### src/rtl/alu_ctrl_pkg.sv
// Shared constants, FSM state type and the ALU opcode -> control-word table function.
// Latency: n/a (package). Backpressure: n/a.
// The table function is the single source of truth shared with the forward decoder ROM.
package alu_ctrl_pkg;

    localparam int CTRL_W = 8;
    localparam int OPC_W  = 4;
    localparam int DEPTH  = 16;

    // Last index scanned; the search stops here instead of wrapping.
    localparam logic [OPC_W-1:0] IDX_LAST = OPC_W'(DEPTH - 1);

    typedef enum logic [1:0] {
        IDLE   = 2'd0,
        SEARCH = 2'd1,
        RESP   = 2'd2
    } state_t;

    // Opcodes 0..13 map to a regular pattern; 14 and 15 are special-cased words.
    function automatic logic [CTRL_W-1:0] alu_ctrl_word(input logic [OPC_W-1:0] opcode);
        logic [CTRL_W-1:0] word;
        case (opcode)
            4'd14:   word = 8'hF9;
            4'd15:   word = 8'hFD;
            default: word = {2'b00, opcode, 2'b01};
        endcase
        return word;
    endfunction

endpackage

### src/rtl/alu_ctrl_table.sv
// Combinational index -> control word lookup over the shared decode table.
// Latency: 0 cycles (pure combinational).
// Backpressure: none; the caller owns sequencing.
module alu_ctrl_table
    import alu_ctrl_pkg::*;
(
    input  logic [OPC_W-1:0]  idx,
    output logic [CTRL_W-1:0] ctrl_word
);

    // Table contents come from the shared function so encoder and decoder never diverge.
    always_comb begin
        ctrl_word = alu_ctrl_word(idx);
    end

endmodule

### src/rtl/alu_ctrl_encoder.sv
// Reverse ALU decoder: finds the opcode whose control word equals the request, one entry per cycle.
// Latency: hit at entry k -> rsp_valid k+2 edges after accept; miss -> 17 edges (cache hit: 1 edge).
// Backpressure: req_ready low outside IDLE; response held stable until rsp_ready. Option macro: ALU_CTRL_ENC_LASTHIT_EN.
module alu_ctrl_encoder
    import alu_ctrl_pkg::*;
(
    input  logic              clk,
    input  logic              rst_n,
    input  logic              req_valid,
    output logic              req_ready,
    input  logic [CTRL_W-1:0] req_ctrl,
    output logic              rsp_valid,
    input  logic              rsp_ready,
    output logic [OPC_W-1:0]  rsp_opcode,
    output logic              rsp_hit
);

    state_t              state_q, state_d;
    logic [OPC_W-1:0]    idx_q, idx_d;
    logic [CTRL_W-1:0]   word_q, word_d;
    logic                req_ready_q, req_ready_d;
    logic                rsp_valid_q, rsp_valid_d;
    logic [OPC_W-1:0]    rsp_opcode_q, rsp_opcode_d;
    logic                rsp_hit_q, rsp_hit_d;

    logic [CTRL_W-1:0]   table_word;
    logic                entry_match;
    logic                accept;

    alu_ctrl_table u_table (
        .idx       (idx_q),
        .ctrl_word (table_word)
    );

    assign entry_match = (word_q == table_word);
    assign accept      = req_valid && req_ready_q;

`ifdef ALU_CTRL_ENC_LASTHIT_EN
    logic                cache_vld_q, cache_vld_d;
    logic [CTRL_W-1:0]   cache_ctrl_q, cache_ctrl_d;
    logic [OPC_W-1:0]    cache_opc_q, cache_opc_d;
    logic                cache_hit;

    assign cache_hit = cache_vld_q && (req_ctrl == cache_ctrl_q);
`endif

    // Next-state and next-output computation for the scan FSM (and the last-hit cache when built).
    always_comb begin
        state_d      = state_q;
        idx_d        = idx_q;
        word_d       = word_q;
        req_ready_d  = req_ready_q;
        rsp_valid_d  = rsp_valid_q;
        rsp_opcode_d = rsp_opcode_q;
        rsp_hit_d    = rsp_hit_q;
`ifdef ALU_CTRL_ENC_LASTHIT_EN
        cache_vld_d  = cache_vld_q;
        cache_ctrl_d = cache_ctrl_q;
        cache_opc_d  = cache_opc_q;
`endif
        case (state_q)
            IDLE: begin
                if (accept) begin
                    word_d      = req_ctrl;
                    idx_d       = '0;
                    req_ready_d = 1'b0;
`ifdef ALU_CTRL_ENC_LASTHIT_EN
                    if (cache_hit) begin
                        // Repeat of the last hit: answer straight away, no scan.
                        rsp_opcode_d = cache_opc_q;
                        rsp_hit_d    = 1'b1;
                        rsp_valid_d  = 1'b1;
                        state_d      = RESP;
                    end else begin
                        state_d = SEARCH;
                    end
`else
                    state_d = SEARCH;
`endif
                end
            end
            SEARCH: begin
                if (entry_match) begin
                    rsp_opcode_d = idx_q;
                    rsp_hit_d    = 1'b1;
                    state_d      = RESP;
`ifdef ALU_CTRL_ENC_LASTHIT_EN
                    cache_vld_d  = 1'b1;
                    cache_ctrl_d = word_q;
                    cache_opc_d  = idx_q;
`endif
                end else if (idx_q == IDX_LAST) begin
                    rsp_opcode_d = '0;
                    rsp_hit_d    = 1'b0;
                    state_d      = RESP;
                end else begin
                    idx_d = idx_q + 1'b1;
                end
            end
            RESP: begin
                // Scan results settle for one cycle before rsp_valid is raised; rsp_ready
                // only counts once the consumer can actually see rsp_valid.
                if (!rsp_valid_q) begin
                    rsp_valid_d = 1'b1;
                end else if (rsp_ready) begin
                    rsp_valid_d = 1'b0;
                    req_ready_d = 1'b1;
                    state_d     = IDLE;
                end
            end
            default: begin
                state_d     = IDLE;
                req_ready_d = 1'b1;
                rsp_valid_d = 1'b0;
            end
        endcase
    end

    // State and registered outputs; reset drops any in-flight request without a response.
    always_ff @(posedge clk or negedge rst_n) begin
        if (!rst_n) begin
            state_q      <= IDLE;
            idx_q        <= '0;
            word_q       <= '0;
            req_ready_q  <= 1'b1;
            rsp_valid_q  <= 1'b0;
            rsp_opcode_q <= '0;
            rsp_hit_q    <= 1'b0;
        end else begin
            state_q      <= state_d;
            idx_q        <= idx_d;
            word_q       <= word_d;
            req_ready_q  <= req_ready_d;
            rsp_valid_q  <= rsp_valid_d;
            rsp_opcode_q <= rsp_opcode_d;
            rsp_hit_q    <= rsp_hit_d;
        end
    end

`ifdef ALU_CTRL_ENC_LASTHIT_EN
    // Last-hit cache; only scan hits are ever written, so a cached entry is always a real match.
    always_ff @(posedge clk or negedge rst_n) begin
        if (!rst_n) begin
            cache_vld_q  <= 1'b0;
            cache_ctrl_q <= '0;
            cache_opc_q  <= '0;
        end else begin
            cache_vld_q  <= cache_vld_d;
            cache_ctrl_q <= cache_ctrl_d;
            cache_opc_q  <= cache_opc_d;
        end
    end
`endif

    assign req_ready  = req_ready_q;
    assign rsp_valid  = rsp_valid_q;
    assign rsp_opcode = rsp_opcode_q;
    assign rsp_hit    = rsp_hit_q;

endmodule
### config.mk
export PLATFORM = sky130hd
export DESIGN_NAME = alu_ctrl_encoder
export DESIGN_NICKNAME = d
export VERILOG_FILES = /design/src/rtl/alu_ctrl_pkg.sv /design/src/rtl/alu_ctrl_table.sv /design/src/rtl/alu_ctrl_encoder.sv
export SDC_FILE = /design/constraint.sdc
export NUM_CORES = 1
export LEC_CHECK = 0
export CAP_MARGIN = 20
export CELL_PAD_IN_SITES_DETAIL_PLACEMENT = 0
export CELL_PAD_IN_SITES_GLOBAL_PLACEMENT = 1
export CORE_ASPECT_RATIO = 1.2
export CORE_MARGIN = 4
export CORE_UTILIZATION = 36
export DETAILED_ROUTE_END_ITERATION = 12
export GPL_ROUTABILITY_DRIVEN = 0
export GPL_TIMING_DRIVEN = 0
export PLACE_DENSITY_LB_ADDON = 0.1
export SLEW_MARGIN = 0
export SYNTH_ARGS = -nofsm -noshare
export SYNTH_HDL_FRONTEND = slang
export SYNTH_SLANG_ARGS = --single-unit
### constraint.sdc
create_clock -name clk -period 1.9 [get_ports clk]
set_input_delay 0.475 -clock clk [delete_from_list [all_inputs] [get_ports clk]]
set_output_delay 0.475 -clock clk [all_outputs]
set_load 0.05 [all_outputs]
==> flow_summary.yaml <==
route:
  wl_met1_um: 874
  drc_errors: 0
  drt_iter0_markers: 11
  wl_per_cell_um: 13.1
  ant_nets: 0
  drt_wl_total_um: 2000
  firstDrtPassIters: 2
  route.met3.wl_um: 117
  route.met2.wl_um: 987
  vias_per_cell: 4.93
  top_layer: "met4"
  via_count: 754
run:
  drv_cap: 0
global_routing:
  antenna_found_initial: 0
  grt_pass1_wl_um: 3420
  first_global_vias: 769
  grt_max_degree: 22
  grt_use_total: 0.117
  grt.overflow.total: 0
setup_path:
  crit_chain: "ha_4 -> o211a_4 -> nor3_2 -> nor2_4 -> or4_1 -> o21ai_1 -> o21ai_0"
  worst_ep_required_time_ns: 2.08
  cpLargestDelayFamily: "simple AND/OR/NAND/NOR gates"
  crit_path_start_kind: "flop"
  worstSetupPathType: "reg2reg"
  critPathSlowestCell: "or4_1"
  worst-endpoint-arrival_ns: 2.23
  crit_path_end_kind: "flop"
  crit_path_max_fanout: 4
  path_buf_inv: 0
  slowest_delay_ns: 0.55
logic_synthesis:
  postSynthCellCount: 89
  ys_warn_count: 0
  ys.flop_type: "dfrtp_1"
  netlist_top_cells_count: "dfrtp_1, mux2_2, nand2_1"
  async_flop_share: 1.00
  avgSynthCellArea_um2: 11.6
  netlist_area_um2: 1030
  synth-seq-cells: 21
  ys_types: 33
  synthTopCellsByArea: "dfrtp_1, mux2_2, a22o_1, xnor2_1, nand2_1"
  yosys.area.top_type: "dfrtp_1"
  synth_edf_count: 0
  yosysMostFrequentCell: "dfrtp_1"
  syn-num-nets: 103
  synth_top_cell_area_share: 0.485
  ys_seq_area_frac: 0.510
timing:
  finalSetupViolCount: 9
  maxSlewHeadroom: 0.674
  fin_ws_ns: -0.147
  worst_pin_slew_ns: 0.491
  fin_crit_ns: 2.05
  final.setup.tns_ns: -0.681
  fin_skew_ns: 0.00552
  clock.fmax_mhz: 489
  rsz0062_at_grt: "yes"
  hold_viol_final: 0
  report.final.slew_viol_count: 0
  period_share: 1.08
final_layout:
  drive_gt1_frac: 0.336
  num_antenna_cells: 0
  final_util: 0.507
  area_delta_synth_final_pct: 35.6
  fillers: 271
  nets: 134
run_status:
  outcome: "finished with violations"
  failed_checks: "negative setup slack"
floorplan:
  io_pins: 19
  die_area_um2: 3790
  core_um2: 2760
  rows: 21
  dieWidth_um: 56.9
  start_util: 0.374
  die_h_um: 66.7
clock_tree:
  clk_latency_ns: 0.30
  cts_sinks: 21
  ctsHtreeMaxLevel: 1
  cts_max_path_buffers: 2
  cts.clk_slew.worst_paths_ns: 0.11
  clockRootBuffer: "clkbuf_4"
  numCtsBuffers: 3
  cts_tree: "done"
power:
  vdd_ir_drop_max_uv: 616
  power.density_nw_per_um2: 1390
  p_leak_nw: 0.623
place:
  dp_hpwl_um: 1420
  port_buffers: 18
worst_hold_path:
  hp-class: "in2async"
[power breakdown]
group	switching, mW	internal [mW]	leakage (nW)
Combinational	0.501	0.457	0.343
Clock	0.129	0.0817	0.0150
Sequential	0.150	0.626	0.264
[worst paths after layout]
path | startpoint | end | slack (ns) | cells past startpoint
setup reg to reg | idx_q[0]$_DFFE_PN0P_ | idx_q[2]$_DFFE_PN0P_ | -0.15 | 7
min in group clk | rsp_hit$_DFFE_PN0P_ | rsp_hit$_DFFE_PN0P_ | 0.49 | 2
hold reg to reg | rsp_hit$_DFFE_PN0P_ | rsp_hit$_DFFE_PN0P_ | 0.49 | 2
hold / removal | rst_n | word_q[3]$_DFFE_PN0P_ | 0.45 | 1
max in group asynchronous | rst_n | req_ready$_DFFE_PN1P_ | 0.94 | 2
setup / recovery | idx_q[0]$_DFFE_PN0P_ | idx_q[2]$_DFFE_PN0P_ | -0.15 | 7
[cells in the final DEF (no fill, tap or decap), types with 4 or more instances in the layout]
cell / n
a22o_1: 4
buf_4: 8
clkdlybuf4s50_1: 11
dfrtp_1: 18
dlygate4sd2_1: 6
mux2_2: 8
nand2_1: 8
nand2b_1: 4
[metrics by stage]
step           std cells  worst slack [ns]  total power [mW]  hold WS [ns]  cell area, um2
6_report             153            -0.147              1.95         0.455            1400
5_1_grt              153            -0.217              2.09         0.464            1400
4_1_cts              152            -0.131              1.95         0.492            1380
3_5_place_dp         141            -0.273              1.63         0.469            1270
3_3_place_gp         141            -0.262              1.61         0.468            1270
2_1_floorplan         89           -0.0635              1.40         0.179            1040
[routing by layer]
layer,track usage,up-vias
met2,0.204,15
li1,-,368
met5,0,-
met4,0.0522,0
met3,0.0213,2
met1,0.140,369
[layout make-up]
cell class / instances / area [um2] / share of cell area
Sequential cell: 21 / 529 / 0.378
Inverter: 3 / 11.3 / 0.00804
Timing Repair Buffer: 26 / 240 / 0.172
Multi-Input combinational cell: 63 / 532 / 0.380
Buffer: 2 / 18.8 / 0.0134
Clock buffer: 4 / 26.3 / 0.0188
Tap cell: 34 / 42.5 / 0.0304
[repair_timing]
action / CTS / global route
hold buffers: 0 / 0
buffers inserted: 7 / 0
setup endpoints to repair: 18 / 11
gates resized for setup: 17 / 3
pin swaps: 2 / 0
[flip-flops by register name, summed over array words and instances (netlist names)]
signal	cells
req_ready	1
rsp_opcode	4
rsp_valid	1
idx_q	4
word_q	8
state_q	2
rsp_hit	1
[logic make-up (layout without fill, tap and decap cells)]
| logic type | after synthesis | after routing | share of synthesized area |
|---|---|---|---|
| adders and majority gates | 2 | 2 | 0.0242 |
| AOI/OAI and AO/OA | 14 | 14 | 0.0933 |
| xor gates and xnor gates | 4 | 4 | 0.0339 |
| buffers and inverters | 5 | 35 | 0.0291 |
| muxes | 10 | 10 | 0.112 |
| DFF | 21 | 21 | 0.510 |
| and+or+nand+nor | 33 | 33 | 0.198 |
No activity file was read; power rests on OpenSTA's default activity.
